===== src/rtl/cdc_rr_arbiter.sv =====
// Round-robin arbiter feeding one 2-phase CDC source port from N requesters,
// with optional burst lock and a full-throughput registered {id, data} output stage.
module cdc_rr_arbiter #(
  parameter  int N         = 4,
  parameter  int DW        = 8,
  parameter  int MAX_BURST = 1,
  localparam int IDW       = $clog2(N)
) (
  input  logic              clk_i,
  input  logic              rst_ni,
  input  logic [N-1:0]      req_valid_i,
  input  logic [N*DW-1:0]   req_data_i,
  output logic [N-1:0]      req_ready_o,
  output logic              out_valid_o,
  output logic [IDW+DW-1:0] out_data_o,
  input  logic              out_ready_i,
  output logic [IDW-1:0]    owner_o
);

  localparam int CW = (MAX_BURST > 1) ? $clog2(MAX_BURST + 1) : 1;

  typedef enum logic {IDLE, LOCKED} state_t;

  state_t              state, state_nxt;
  logic [IDW-1:0]      rr_ptr, ptr_nxt;
  logic [CW-1:0]       burst_cnt, cnt_nxt;
  logic [IDW-1:0]      owner;
  logic [IDW-1:0]      scan_id, grant;
  logic                scan_found, grant_vld;
  logic                load, xfer;
  logic [N-1:0][DW-1:0] data_arr;

  assign data_arr = req_data_i;
  assign owner_o  = owner;

  // Ring arithmetic uses explicit compares so non-power-of-2 N wraps correctly.
  function automatic logic [IDW-1:0] ring_idx(input logic [IDW-1:0] base, input int ofs);
    int sum;
    sum = int'(base) + ofs;
    if (sum > N - 1) sum = sum - N;
    return IDW'(sum);
  endfunction

  function automatic logic [IDW-1:0] next_id(input logic [IDW-1:0] id);
    return (id == IDW'(N - 1)) ? '0 : id + 1'b1;
  endfunction

  always_comb begin
    scan_found = 1'b0;
    scan_id    = '0;
    for (int s = 0; s < N; s++) begin
      if (!scan_found && req_valid_i[ring_idx(rr_ptr, s)]) begin
        scan_found = 1'b1;
        scan_id    = ring_idx(rr_ptr, s);
      end
    end
  end

  always_comb begin
    grant     = scan_id;
    grant_vld = scan_found;
    if (state == LOCKED) begin
      grant     = owner;
      grant_vld = req_valid_i[owner];
    end
  end

  assign load = ~out_valid_o | out_ready_i;
  assign xfer = load & grant_vld;

  for (genvar k = 0; k < N; k++) begin : g_ready
    assign req_ready_o[k] = rst_ni & xfer & (grant == IDW'(k));
  end

  always_comb begin
    state_nxt = state;
    ptr_nxt   = rr_ptr;
    cnt_nxt   = burst_cnt;
    case (state)
      IDLE: begin
        if (xfer) begin
          if (MAX_BURST == 1) begin
            ptr_nxt = next_id(grant);
          end else begin
            state_nxt = LOCKED;
            cnt_nxt   = CW'(1);
          end
        end
      end
      LOCKED: begin
        // Owner dropping valid releases the lock; that cycle carries no beat.
        if (!req_valid_i[owner]) begin
          state_nxt = IDLE;
          ptr_nxt   = next_id(owner);
          cnt_nxt   = '0;
        end else if (xfer) begin
          if (burst_cnt == CW'(MAX_BURST - 1)) begin
            state_nxt = IDLE;
            ptr_nxt   = next_id(owner);
            cnt_nxt   = '0;
          end else begin
            cnt_nxt = burst_cnt + 1'b1;
          end
        end
      end
      default: state_nxt = IDLE;
    endcase
  end

  always_ff @(posedge clk_i or negedge rst_ni) begin
    if (!rst_ni) begin
      state     <= IDLE;
      rr_ptr    <= '0;
      burst_cnt <= '0;
    end else begin
      state     <= state_nxt;
      rr_ptr    <= ptr_nxt;
      burst_cnt <= cnt_nxt;
    end
  end

  always_ff @(posedge clk_i or negedge rst_ni) begin
    if (!rst_ni) begin
      out_valid_o <= 1'b0;
      out_data_o  <= '0;
      owner       <= '0;
    end else begin
      if (load) out_valid_o <= xfer;
      if (xfer) begin
        out_data_o <= {grant, data_arr[grant]};
        owner      <= grant;
      end
    end
  end

endmodule

===== config.mk =====
export PLATFORM = sky130hd
export DESIGN_NAME = cdc_rr_arbiter
export DESIGN_NICKNAME = d
export VERILOG_FILES = /design/src/rtl/cdc_rr_arbiter.sv
export SDC_FILE = /design/constraint.sdc
export NUM_CORES = 1
export LEC_CHECK = 0
export ABC_AREA = 0
export BUFFER_PORTS_ARGS = -buffer_cell sky130_fd_sc_hd__buf_4
export CORE_ASPECT_RATIO = 1.1
export CORE_MARGIN = 3
export CORE_UTILIZATION = 49
export DETAILED_ROUTE_END_ITERATION = 10
export PLACE_DENSITY = 0.89
export SKIP_CTS_REPAIR_TIMING = 1
export SLEW_MARGIN = 10
export SYNTH_ARGS = -nofsm -noshare
export SYNTH_HDL_FRONTEND = slang
export SYNTH_SLANG_ARGS = --single-unit

===== constraint.sdc =====
create_clock -name clk_i -period 3.4 [get_ports clk_i]
set_input_delay 0.51 -clock clk_i [delete_from_list [all_inputs] [get_ports clk_i]]
set_output_delay 0.51 -clock clk_i [all_outputs]
set_load 0.005 [all_outputs]

Word-level counts from Yosys, hierarchy flattened. Cells that the tools add are included.

Input port bits: 39. Bits in registers: 17. Output and inout bits: 17. Logic and storage cells: 92.

Reductions and logical operators: 9. Equal/unequal tests: 7. Magnitude comparators: 10. Add/subtract/negate cells: 10. Mux-type cells: 41. Bitwise gates (word level): 9.

Operators with widths (count): $mux W2 (15); $lt A2 B3 Y1 const B (6); $mux W1 (17); $bmux W8 S2 (1); $bmux W1 S2 (5); $gt A3 B2 Y1 const B (3); $mux W8 (1); $sub A2 B1 Y2 const B (4); $add A2 B2 Y3 const B (2); $and A1 B1 Y1 (6); $eq A2 B2 Y1 const B (3); $ne A3 B3 Y1 const B (2); $add A2 B1 Y2 const B (2); $pmux W2 S2 (1); $add A2 B1 Y3 const B (1); $logic_and A1 B1 Y1 (3); $logic_not A1 Y1 (3); $reduce_and A3 Y1 (1); $eq A2 B1 Y1 const B (1); $gt A2 B2 Y1 const B (1); $logic_not A2 Y1 (1); $ne A2 B2 Y1 const B (1); $not A1 Y1 (2); $pmux W1 S2 (1); other kinds (3) (3).

Longest topological paths before layout.
Word-level depth: 19. Mapped depth: 9. Depth with buffers taken out: 6.

Worst setup path after synthesis. No wires, ideal clock.

Path kind: input to output. Start: input port req_valid_i[3]. End: output port req_ready_o[0]. Stages: 6. Arrival: 1.670 ns. Buffers on the path: 0. Slack: 1.220 ns. Required time: 2.890 ns. Cell sequence: nor2b_1 > o21a_1 > o41ai_4 > inv_2 > ha_1 > and3_1.

Elaborated cells on any way between the ends: 30. Those cells by class: mux (20); bitwise (3); reduce/logical (7).

RTL lines: from (decl) (line 11) `input logic [N-1:0] req_valid_i,`; $bmux W1 S2 (line 52) `if (!scan_found && req_valid_i[ring_idx(rr_ptr, s)]) begin`; $mux W1 (not written as such) (line 52); $mux W1 (line 52); $logic_not A1 Y1 (line 52); $logic_and A1 B1 Y1 (line 52); $mux W1 (line 52); $logic_not A1 Y1 (line 52); $logic_and A1 B1 Y1 (line 52); $mux W1 (line 52); $logic_not A1 Y1 (line 52); $logic_and A1 B1 Y1 (line 52); $mux W2 (*) (line 52); $mux W2 (*) (line 62) `if (state == LOCKED) begin`; named net grant[0] (line 28) `logic [IDW-1:0] scan_id, grant;`; $logic_not A2 Y1 (*) (line 72) `assign req_ready_o[k] = rst_ni & xfer & (grant == IDW'(k));`; $and A1 B1 Y1 (*) (line 72); to (decl) (line 13) `output logic [N-1:0] req_ready_o,`.

Mark *: on every way through the listed nets, which the timed path passes. The rest lies on a longest branch. The select of a mux whose other input is x is not followed.

Worst setup path in the final report.
Start: register state. End: output port req_ready_o[1].

Word-level cells in the longest chain between the ends: 4. Elaborated cells on any way between the ends: 6. Those cells by class: eq/ne (1); mux (2); bitwise (3).

RTL lines: from (decl) (line 24) `state_t state, state_nxt;`; from (signal assigned) (line 116) `state <= state_nxt;`; $mux W1 (line 62); $and A1 B1 Y1 (line 69) `assign xfer = load & grant_vld;`; $and A1 B1 Y1 (line 72); $and A1 B1 Y1 (*) (line 72).

Every way passes the cells marked *; elsewhere a longest branch is shown, timed or not.

==> metrics.md <==
| Metric | Value |
|---|---|
| Status | `complete, no violations` |
| Largest net degree at the start of global routing | `20` |
| Max-slew violations | `0` |
| Crit Path Category | `flip-flop to primary output` |
| Share of layout cells above drive strength 1 | `50.0%` |
| Clock Latency Late Sink | `0.28 ns` |
| CTS tree | `done` |
| Period utilization | `84.1%` |
| Area Overhead vs Synth | `37.4%` |
| Final TNS setup | `0 ns` |
| Clock Skew | `0.000538 ns` |
| Share of the synthesized area in the top cell type | `31.6%` |
| Sequential share of the synthesized area | `31.6%` |
| Routed vias | `1012` |
| First-pass GRT wire length | `4.85 mm` |
| Max Cap Violations | `0` |
| Synthesized area per cell | `10.6 um^2` |
| Rows | `17` |
| Average wire per standard cell | `15.3 um` |
| Worst-path clk slew | `0.08 ns` |
| Drc violations | `0` |
| Initial antenna violation count | `0` |
| Worst Hold Class | `primary input to async pin` |
| Fin nets | `201` |
| Inserted Diodes | `0` |
| Worst EP required | `2.89 ns` |
| Mapped Cells | `104` |
| RePlAce Congestion | `0.887` |
| Area leader, netlist | `dfrtp_1` |
| Post-synth EDFFs | `0` |
| Mapped Area | `1110 um^2` |
| Normalized max-slew margin | `62.1%` |
| Synth top area cells | `dfrtp_1 (32%), mux2i_1 (14%), o221ai_2 (9.5%)` |
| CTS sink cnt | `14` |
| Ys Warns | `0` |
| Utilization after layout | `73.0%` |
| Endpoints failing setup | `0` |
| Die height | `55.9 um` |
| Leakage | `0.758 nW` |
| Root Buffer | `clkbuf_4` |
| Hold slack | `0.0735 ns` |
| Antenna-violating nets left | `0` |
| Pre-antenna DRT Iters | `4` |
| Number of fill cells | `165` |
| Top FF cell, synth | `dfrtp_1` |
| Fmax | `350 MHz` |
| Initial Util | `53.1%` |
| Total CTS buffers | `3` |
| Num ports | `56` |
| Critical Path End Type | `primary output` |
| #FFs+latches synth | `14` |
| Worst slew pin tran | `0.568 ns` |
| Pwr Density | `542 nW/um^2` |
| CP startpoint kind | `flip-flop` |
| Worst reg2reg path depth | `6` |
| Vias per cell | `5.50` |
| Worst Path Max Fanout | `19` |
| Endpoints failing hold | `0` |
| Post-synth ARST share | `100%` |
| H-Tree Depth | `1` |
| Vias in the first global route | `1101` |
| Commonest cells post-synth | `nand2_1 (17), mux2i_1 (16), dfrtp_1 (14)` |
| Port bufs | `55` |
| Die ar. | `2870 um^2` |
| Detail Placement HPWL | `2.27 mm` |
| Worst reg2reg startpoint | `state` |
| Total Routed Length | `2.82 mm` |
| GRT Resource Usage Total | `22.1%` |
| Peak supply drop | `0.357 mV` |
| Worst flop-to-flop path endpoint | `rr_ptr[1]` |
| RSZ-0062 raised after global routing | `false` |
| Core ar. | `2080 um^2` |
| Synth unique cells | `33` |
| Die W | `51.3 um` |
| Reg2reg setup slack | `1.31 ns` |
| Min cycle time layout | `2.86 ns` |
| GR Overflow Total | `0` |
| Mapped Nets | `147` |
| Clk buf depth | `2` |
| Initial DRC Count | `27` |
| Crit path arrival time | `2.35 ns` |
| Top-count cell post-synth | `nand2_1` |
-- critical path: stages, from the launching register on --
cell and delay (ns):
dfrtp_1 0.56, nand2_1 0.14, o21ai_0 0.11, o221a_2 0.59, inv_1 0.18, ha_1 0.21
and3_1 0.15, buf_4 0.13
-- per-stage QoR --
step	cells	area [um^2]	total power, mW	setup WS [ns]
6_report	184	1520	0.825	0.539
5_1_grt	184	1520	0.887	0.301
4_1_cts	184	1520	0.831	0.524
3_5_place_dp	181	1500	0.735	0.768
3_3_place_gp	181	1500	0.715	0.852
2_1_floorplan	104	1110	0.574	1.22
-- power by group --
part | switching [mW] | internal (mW)
logic | 0.208 | 0.241
registers | 0.0576 | 0.225
clock network | 0.0517 | 0.0411
-- state kept, by name, indices dropped and copies added (netlist names) --
signal       cells
out_data_o      10
out_valid_o      1
rr_ptr           2
state            1
-- worst max-delay path by stage --
stage	to	cells after the start	startpoint	slack, ns
after detailed placement	req_ready_o[1]	8	req_valid_i[3]	0.77
after floorplan	req_ready_o[0]	6	req_valid_i[3]	1.22
after global placement	req_ready_o[1]	8	req_valid_i[3]	0.85
after CTS	req_ready_o[1]	7	state	0.52
final	req_ready_o[1]	7	state	0.54
after global routing	req_ready_o[0]	7	state	0.30
-- layer usage --
| metal | vias up | GRT usage (%) | wire length, um |
|---|---|---|---|
| li1 | 486 | - | - |
| met1 | 471 | 25.1 | 1080 |
| met2 | 53 | 39.2 | 1520 |
| met3 | 2 | 4.29 | 199 |
| met4 | 0 | 9.36 | 17 |
| met5 | - | 0 | 0 |
-- cell type report --
cell class,instances,area (um^2),area share [%]
flip-flops and latches,14,350,23.0
well taps,28,35.0,2.30
inverters,4,15.0,0.987
repair buffers,55,413,27.1
multi-input cells,80,686,45.1
clock buffers,3,22.5,1.48
-- cells by family after synthesis --
family	count (synthesis)	share of synthesized area [%]
and+or+nand+nor	38	20.3
AOI/OAI and AO/OA	19	18.4
muxes	18	17.9
DFF	14	31.6
buffers and inverters	10	6.44
adders and majority gates	4	4.52
xor gates and xnor gates	1	0.791
-- cells in the final DEF (no fill, tap or decap), drive strengths merged --
master	instances
nand2	19
mux4	1
xnor2	1
nor3	1
dfrtp	14
mux2i	16
nand2b	3
nor2	4
o41ai	1
or3	1
clkbuf	3
and3	5
nor2b	2
o21a	1
buf	55
and2b	1
a21oi	4
ha	4
or4	1
o221a	1
nand3	1
o21ai	3
inv	4
o221ai	9
mux2	1
Power figures use the tool's default switching activity.
